### config.mk
export PLATFORM = sky130hd
export DESIGN_NAME = microsequencer
export DESIGN_NICKNAME = d
export VERILOG_FILES = /design/src/rtl/microseq_pkg.sv /design/src/rtl/micro_stack.sv /design/src/rtl/microsequencer.sv
export SDC_FILE = /design/constraint.sdc
export NUM_CORES = 1
export LEC_CHECK = 0
export CAP_MARGIN = 20
export CORE_MARGIN = 5
export CORE_UTILIZATION = 45
export CTS_BUF_LIST = sky130_fd_sc_hd__clkbuf_4 sky130_fd_sc_hd__clkbuf_8 sky130_fd_sc_hd__clkbuf_16
export DETAILED_ROUTE_END_ITERATION = 7
export PLACE_DENSITY = 0.7
export SLEW_MARGIN = 20
export SYNTH_ARGS = -nofsm -noshare
export SYNTH_HDL_FRONTEND = slang
export SYNTH_SLANG_ARGS = --single-unit
export TNS_END_PERCENT = 30
### constraint.sdc
create_clock -name clk -period 3 [get_ports clk]
set_clock_uncertainty 0.15 [all_clocks]
set_input_delay 0.3 -clock clk [delete_from_list [all_inputs] [get_ports clk]]
set_output_delay 0.3 -clock clk [all_outputs]
set_load 0.05 [all_outputs]
### src/rtl/microseq_pkg.sv
// Shared sequencing opcodes, condition indices and default widths
// for the microprogrammed control unit.
package microseq_pkg;

    localparam int ADDR_W_DEF = 10;

    localparam logic [2:0] NS_INC   = 3'd0;
    localparam logic [2:0] NS_JMP   = 3'd1;
    localparam logic [2:0] NS_DISP  = 3'd2;
    localparam logic [2:0] NS_CJMP  = 3'd3;
    localparam logic [2:0] NS_WAIT  = 3'd4;
    localparam logic [2:0] NS_CALL  = 3'd5;
    localparam logic [2:0] NS_RET   = 3'd6;
    localparam logic [2:0] NS_FETCH = 3'd7;

    localparam int COND_MOC = 0;
    localparam int COND_Z   = 1;
    localparam int COND_N   = 2;
    localparam int COND_C   = 3;

endpackage

### src/rtl/micro_stack.sv
// Return-address LIFO for micro-subroutine calls.
// The count register doubles as the write pointer.
module micro_stack #(
    parameter int DEPTH  = 4,
    parameter int DATA_W = 10
) (
    input  logic              clk,
    input  logic              reset,
    input  logic              push,
    input  logic              pop,
    input  logic [DATA_W-1:0] din,
    output logic [DATA_W-1:0] dout,
    output logic              full,
    output logic              empty
);

    localparam int PW = $clog2(DEPTH);

    logic [DATA_W-1:0] mem [DEPTH];
    logic [PW:0]       cnt;
    logic [PW-1:0]     wr_idx;
    logic [PW-1:0]     top_idx;

    assign wr_idx  = cnt[PW-1:0];
    assign top_idx = wr_idx - PW'(1);
    assign full    = (cnt == (PW+1)'(DEPTH));
    assign empty   = (cnt == '0);
    assign dout    = mem[top_idx];

    always_ff @(posedge clk) begin
        if (reset) begin
            cnt <= '0;
            for (int i = 0; i < DEPTH; i++) mem[i] <= '0;
        end else if (push && !full) begin
            mem[wr_idx] <= din;
            cnt         <= cnt + 1'b1;
        end else if (pop && !empty) begin
            cnt <= cnt - 1'b1;
        end
    end

endmodule

### src/rtl/microsequencer.sv
// Micro-PC and next-address generator: increment, jump, dispatch,
// conditional branch, wait-on-condition and subroutine call/return.
module microsequencer
    import microseq_pkg::*;
#(
    parameter int ADDR_W      = ADDR_W_DEF,
    parameter int STACK_DEPTH = 4,
    parameter int NCOND       = 4
) (
    input  logic                     clk,
    input  logic                     reset,
    input  logic                     stall,
    input  logic [2:0]               ns_sel,
    input  logic [$clog2(NCOND)-1:0] cond_sel,
    input  logic                     cond_inv,
    input  logic [ADDR_W-1:0]        cr_addr,
    input  logic [NCOND-1:0]         cond_vec,
    input  logic [ADDR_W-1:0]        dispatch_addr,
    output logic [ADDR_W-1:0]        next_state,
    output logic                     stack_ovf,
    output logic                     stack_unf
);

    logic              cond;
    logic [ADDR_W-1:0] inc;
    logic [ADDR_W-1:0] nxt;
    logic [ADDR_W-1:0] stk_dout;
    logic              stk_full;
    logic              stk_empty;
    logic              do_call;
    logic              do_ret;

    assign cond    = cond_vec[cond_sel] ^ cond_inv;
    assign inc     = next_state + ADDR_W'(1);
    assign do_call = !stall && (ns_sel == NS_CALL);
    assign do_ret  = !stall && (ns_sel == NS_RET);

    micro_stack #(
        .DEPTH  (STACK_DEPTH),
        .DATA_W (ADDR_W)
    ) u_stack (
        .clk   (clk),
        .reset (reset),
        .push  (do_call),
        .pop   (do_ret),
        .din   (inc),
        .dout  (stk_dout),
        .full  (stk_full),
        .empty (stk_empty)
    );

    always_comb begin
        nxt = inc;
        case (ns_sel)
            NS_INC:   nxt = inc;
            NS_JMP:   nxt = cr_addr;
            NS_DISP:  nxt = dispatch_addr;
            NS_CJMP:  nxt = cond ? cr_addr : inc;
            NS_WAIT:  nxt = cond ? inc : next_state;
            NS_CALL:  nxt = cr_addr;
            NS_RET:   nxt = stk_empty ? '0 : stk_dout;
            NS_FETCH: nxt = '0;
            default:  nxt = inc;
        endcase
    end

    always_ff @(posedge clk) begin
        if (reset) begin
            next_state <= '0;
            stack_ovf  <= 1'b0;
            stack_unf  <= 1'b0;
        end else if (!stall) begin
            next_state <= nxt;
            if (do_call && stk_full)  stack_ovf <= 1'b1;
            if (do_ret  && stk_empty) stack_unf <= 1'b1;
        end
    end

endmodule

==> results of run 1 <==
cells in the final DEF (no fill, tap or decap), drive strengths merged, types with 9 or more instances in the layout:
cell type | netlist | final
clkdlybuf4s50 | 0 | 44
nand2 | 14 | 14
buf | 8 | 13
o21ai | 12 | 12
nor2 | 48 | 48
edfxtp | 40 | 40
inv | 15 | 16
mux4 | 11 | 11
o211ai | 9 | 9
a32o | 10 | 10
a222oi | 9 | 9
dfxtp | 15 | 15
nand3 | 16 | 16
registers in the layout, indices dropped and copies added (netlist names):
register     cells
stack_ovf        1
next_state      10
stack_unf        1
u_stack.cnt      3
u_stack.mem     40
logic make-up (layout without fill, tap and decap cells):
logic type               after synthesis  in the layout  synth area share [%]
buffers and inverters                 32             80                  5.13
AND/OR/NAND/NOR                       99             99                  15.7
multiplexers                          12             12                  9.52
adder cells (fa/ha/maj)                3              3                  1.55
AO/OA/AOI/OAI                         47             47                  12.8
flip-flops                            55             55                  51.7
XOR/XNOR                              12             12                  3.62
cell type report:
cell class / instances / area, sq um
Sequential cell: 55 / 1500
Multi-Input combinational cell: 173 / 1250
Timing Repair Buffer: 57 / 538
Clock inverter: 3 / 23.8
Fill cell: 543 / 2780
Clock buffer: 5 / 68.8
Inverter: 15 / 56.3
Tap cell: 77 / 96.3
routing by layer:
| metal | part of all wire [%] | global-route usage, % | wire [um] | vias to the layer above |
|---|---|---|---|---|
| met2 | 52 | 30.3 | 3550 | 55 |
| li1 | - | - | - | 1073 |
| met1 | 43 | 21.5 | 2950 | 1058 |
| met5 | 0 | 0 | 0 | - |
| met3 | 4.0 | 3.33 | 272 | 4 |
| met4 | 0.57 | 3.72 | 39 | 0 |
power by group:
part / switching, mW / internal (mW)
clock network: 0.253 / 0.169
registers: 0.0203 / 0.844
logic: 0.162 / 0.126
total: 0.435 / 1.14
through the flow:
step                      cell area (sq um)  power (mW)  setup slack, ns  hold slack [ns]
after floorplan                        2900        1.05            0.471            0.367
after global placement                 3450        1.17            0.151            0.302
after detailed placement               3450        1.17            0.118            0.311
after CTS                              3540        1.58            0.365            0.336
after global routing                   3540        1.64            0.224            0.365
final                                  3540        1.58            0.387            0.330
worst max path at each step:
stage / slack [ns] / to / cells past startpoint / from
floorplan: 0.47 / next_state[2]$_SDFFE_PP0P_ / 9 / u_stack.cnt[0]$_SDFFE_PP0P_
global placement: 0.15 / u_stack.mem[1][9]$_SDFFCE_PN0P_ / 6 / ns_sel[0]
detailed placement: 0.12 / u_stack.mem[1][9]$_SDFFCE_PN0P_ / 6 / ns_sel[0]
CTS: 0.37 / u_stack.mem[1][0]$_SDFFCE_PN0P_ / 7 / u_stack.cnt[1]$_SDFFE_PP0P_
global route: 0.22 / next_state[2]$_SDFFE_PP0P_ / 6 / u_stack.cnt[1]$_SDFFE_PP0P_
finish: 0.39 / u_stack.mem[1][0]$_SDFFCE_PN0P_ / 7 / u_stack.cnt[1]$_SDFFE_PP0P_
worst register-to-register path: stages (launching register included):
cell	delay, ns
dfxtp_1	0.45
inv_1	0.09
ha_1	0.23
nand2_1	0.12
nand2_1	0.10
or2_2	0.36
or3_1	0.35
nand2b_1	0.41
==> out/results.ini, run 1 <==
[floorplan]
start_util_pct = 46.0
core_sq_mm = 0.00631
rows = 29
die_area_sq_mm = 0.00816
fp.dieH_um = 90.3
fp.dieW_um = 90.3
io_pins = 45

[clocking]
cts_resized = 0
cts_max_path_buffers = 2
tritoncts = done
numCtsBuffers = 5
clock_sinks = 55
worstSkewPairLatency_ns = 0.31
clockRootBuffer = clkbuf_8
cts_setup_buffers = 0
htree_levels = 2
ctsHoldBuffers = 0
cts.clk_slew.worst_paths_ns = 0.10

[synthesis]
yosys.area.top_type_share_pct = 41.4
synth_edf_count = 40
synth_fp_nets = 296
ys_async_sr_fraction_pct = 0
synth_ff_type = edfxtp_1
synth.cell_area_sq_mm = 0.00290
synth_most_common_cell = nor2_1
yosys-top-cells-count = nor2_1, edfxtp_1, nand3_1
synth_top_area_cell = edfxtp_1
ys_warn_count = 0
synth.avg_cell_area_sq_um = 11.2
ys_seq_elements = 55
syn-instance-count = 260
yosys.cell_types.count = 40
yosys-top-cells-area = edfxtp_1, dfxtp_1, nor2_1
seq_area_frac_synth_pct = 51.7

[drt]
dr.first_iter.drc_count = 180
wl_per_cell_um = 17.7
antenna_left = 0
wl_um = 6810
drc = 0
vias_per_cell = 5.69
vias = 2190
drt_pass1_iterations = 5

[sta]
rsz0062_at_grt = false
drv_slew = 0
setup_tns_ns = 0
slew_headroom_pct = 46.8
period_needed_ns = 2.61
finalHoldViolCount = 0
worst_slew_pin_slew_ns = 0.796
fin_crit_sh_pct = 87.1
timing.fmax_mhz = 383
setup_violations = 0

[min_path]
min_to = stack_ovf$_SDFFE_PP0P_
min_from = stack_ovf$_SDFFE_PP0P_
hold_class = register to register
whs_path_depth = 2

[setup_path]
worstReg2RegEnd = u_stack.mem[1][0]$_SDFFCE_PN0P_
cpPeakStageDelay_ns = 0.45
startpoint_type = register
worstPathMaxFanout = 10
crit_path_cell_trace = inv_1 > ha_1 > nand2_1 > nand2_1 > or2_2 > or3_1 > nand2b_1
cp.required_ns = 2.80
worst-setup-path-type = register to register
cpMaxStageDelayCell = dfxtp_1
worst-r2r-cell-count = 7
cp_data_arrival_time_ns = 2.42
reg2reg_from = u_stack.cnt[1]$_SDFFE_PP0P_
reg2reg_slack_ns = 0.39
cpMostUsedCell = nand2_1
cp_num_buf_inv = 1
worstSetupEndpointType = register
critPathTopFamily = simple AND/OR/NAND/NOR gates

[finish]
drive_above_1_share_pct = 9.42
fin_cells = 385
syn_to_final_growth_pct = 21.8
diodes = 0
nNetsFinal = 343
utilization_pct = 56.0

[power_and_ir_drop]
power_density_mw_per_mm2 = 445
p_leak_nw = 1.24
ir_drop_uv = 192

[global_route]
antenna_found_initial = 0
first_global_vias = 2254
overflow = 0
grt_pass1_wl_um = 11300
grt_usage_pct = 17.1
grt_max_degree = 19

[outcome]
status = complete, no violations

[placement]
gp_congestion = 0.751
dpl.hpwl_um = 5090
place_inst = 377
port_buffers = 44

[run]
max_cap_violations = 0

No activity file was read; power rests on OpenSTA's default activity.
==> inputs of run 2 (changes only) <==
Settings changed: CORE_ASPECT_RATIO from default to 1.75, SLEW_MARGIN 20 to default.
==> run 2 against run 1 <==
Hold slack lost 0.0016 ns. Utilization grew 0.62 points. Cell area down 0.25%. First-iteration DRC count is 36% higher. Sequential power barely moved. Die area increased by 0.77%. Flip-flop and latch count did not move. Critical path type unchanged. Largest power group unchanged.
==> out/results.ini, run 2 (synthesis gave the netlist of run 1 again) <==
[sta]
fin_ws_ns = 0.399  ; +0.0123 ns
worst_slew_pin_slew_ns = 0.851  ; +0.0550 ns
setup_tns_ns = 0  ; unchanged
fin_crit_sh_pct = 86.7  ; -0.41 points
rsz0062_at_grt = false
timing.fmax_mhz = 385  ; +0.47%
finalHoldViolCount = 0  ; unchanged
slew_headroom_pct = 43.1  ; -3.7 points
period_needed_ns = 2.60  ; -0.0123 ns
drv_slew = 0  ; unchanged
setup_violations = 0  ; unchanged

[min_path]
hold_class = register to register
min_from = stack_unf$_SDFFE_PP0P_
min_to = stack_unf$_SDFFE_PP0P_
whs_path_depth = 2  ; unchanged

[drt]
drt_pass1_iterations = 6  ; +1
wl_per_cell_um = 18.6  ; +5.3%
wl_um = 7210  ; +5.9%
antenna_left = 0  ; unchanged
drc = 0  ; unchanged
dr.first_iter.drc_count = 244  ; +36%
vias = 2222  ; +1.5%
vias_per_cell = 5.74  ; +0.94%

[setup_path]
cpMaxStageDelayCell = ha_1
worstPathMaxFanout = 10  ; unchanged
critPathTopFamily = compound AO/OA/AOI/OAI gates
worst-setup-path-type = register to register
worst-r2r-cell-count = 6  ; -1
worst-path-stages = 6  ; -1
startpoint_type = register
cp.required_ns = 3.07  ; +0.27 ns
crit_path_cell_trace = inv_1 > ha_1 > mux4_1 > a222oi_1 > o311ai_0 > a32o_1
reg2reg_from = u_stack.cnt[1]$_SDFFE_PP0P_
worstReg2RegEnd = next_state[2]$_SDFFE_PP0P_
cp_data_arrival_time_ns = 2.67  ; +0.25 ns
cp_num_buf_inv = 1  ; unchanged
cp-startpoint = u_stack.cnt[1]$_SDFFE_PP0P_
worstSetupEndpointType = register
reg2reg_slack_ns = 0.40  ; about the same
cpPeakStageDelay_ns = 0.55  ; +0.10 ns

[power_and_ir_drop]
finalPower_mw = 1.57  ; -0.56%
p_leak_nw = 1.24  ; -0.34%
ir_drop_uv = 292  ; +52%
power_density_mw_per_mm2 = 444  ; -0.32%

[clocking]
htree_levels = 2  ; unchanged
cts.clk_slew.worst_paths_ns = 0.10  ; about the same
tritoncts = done
clock_sinks = 55  ; unchanged
worstSkewPairLatency_ns = 0.32  ; about the same
clockRootBuffer = clkbuf_8
ctsHoldBuffers = 0  ; unchanged
numCtsBuffers = 5  ; unchanged
cts_setup_buffers = 0  ; unchanged
cts_max_path_buffers = 2  ; unchanged
cts_resized = 0  ; unchanged

[placement]
port_buffers = 44  ; unchanged
place_ws_ns = 0.108  ; -0.0102 ns
gp_congestion = 0.791  ; +5.3%
dpl_cell_area_sq_mm = 0.00344  ; -0.11%
place_inst = 379  ; +0.53%
dpl.hpwl_um = 5310  ; +4.4%

[finish]
fin_cells = 387  ; +0.52%
drive_above_1_share_pct = 9.45  ; +0.031 points
regMostFlops = u_stack.mem
syn_to_final_growth_pct = 21.5
reg.largest.list = u_stack.mem x40, next_state x10, u_stack.cnt x3
final_cell_area_sq_mm = 0.00353  ; -0.25%
layout_commonest_cell = nor2_1
largest_reg_flops = 40  ; unchanged
diodes = 0  ; unchanged
layout_common_cells = nor2_1, clkdlybuf4s50_1, edfxtp_1, nand3_1
nNetsFinal = 342  ; -0.29%

[floorplan]
core_sq_mm = 0.00623  ; -1.3%
io_pins = 45  ; unchanged
start_util_pct = 46.6  ; +0.63 points
fp.dieW_um = 70.7  ; -22%
rows = 38  ; +31%
die_area_sq_mm = 0.00822  ; +0.77%
fp.dieH_um = 116  ; +29%

[global_route]
grt_usage_pct = 18.5  ; +1.4 points
grt_max_degree = 18  ; -1
antenna_found_initial = 0  ; unchanged
first_global_vias = 2331  ; +3.4%
grt_pass1_wl_um = 11900  ; +4.6%
overflow = 0  ; unchanged

[run]
max_cap_violations = 0  ; unchanged

[outcome]
status = complete, no violations

==> run 2: cell types whose count changed in the layout (fill, tap and decap cells not counted), sizes merged <==
cell / change
buf: -1
==> run 2: routing by layer <==
metal,global-route usage [%],wire length [um],vias up
li1,-,-,1069
met1,20.2,2790,1072
met2,34.5,3930,65
met3,3.36,328,16
met4,8.03,174,0
met5,0,0,-
==> run 2: how the worst max path moves through the flow <==
stage	end
after detailed placement	next_state[8]$_SDFFE_PP0P_
after global placement	next_state[4]$_SDFFE_PP0P_
after floorplan	next_state[2]$_SDFFE_PP0P_
after CTS	next_state[2]$_SDFFE_PP0P_
final	next_state[2]$_SDFFE_PP0P_
after global routing	next_state[8]$_SDFFE_PP0P_
==> run 2: layout make-up <==
| cell class | instances | area, sq um |
|---|---|---|
| Clock buffer | 5 | 68.8 |
| Clock inverter | 3 | 18.8 |
| Fill cell | 540 | 2700 |
| Inverter | 15 | 56.3 |
| Multi-Input combinational cell | 173 | 1250 |
| Sequential cell | 55 | 1500 |
| Tap cell | 80 | 100 |
| Timing Repair Buffer | 56 | 531 |
==> run 2: stage by stage <==
step / utilization [%] / hold WS (ns)
5_1_grt: 56.7 / 0.384
2_1_floorplan: - / 0.367
3_5_place_dp: 55.3 / 0.312
3_3_place_gp: 55.3 / 0.309
6_report: 56.7 / 0.329
4_1_cts: 56.7 / 0.335
==> run 2: worst reg2reg max path, stage by stage, from the launching register on <==
cell	delay (ns)
dfxtp_1	0.47
inv_1	0.10
ha_1	0.55
mux4_1	0.39
a222oi_1	0.33
o311ai_0	0.22
a32o_1	0.29
==> run 2: power by group <==
part,internal [mW],switching [mW]
registers,0.844,0.0220
logic,0.125,0.164
clock network,0.165,0.247
total,1.13,0.432
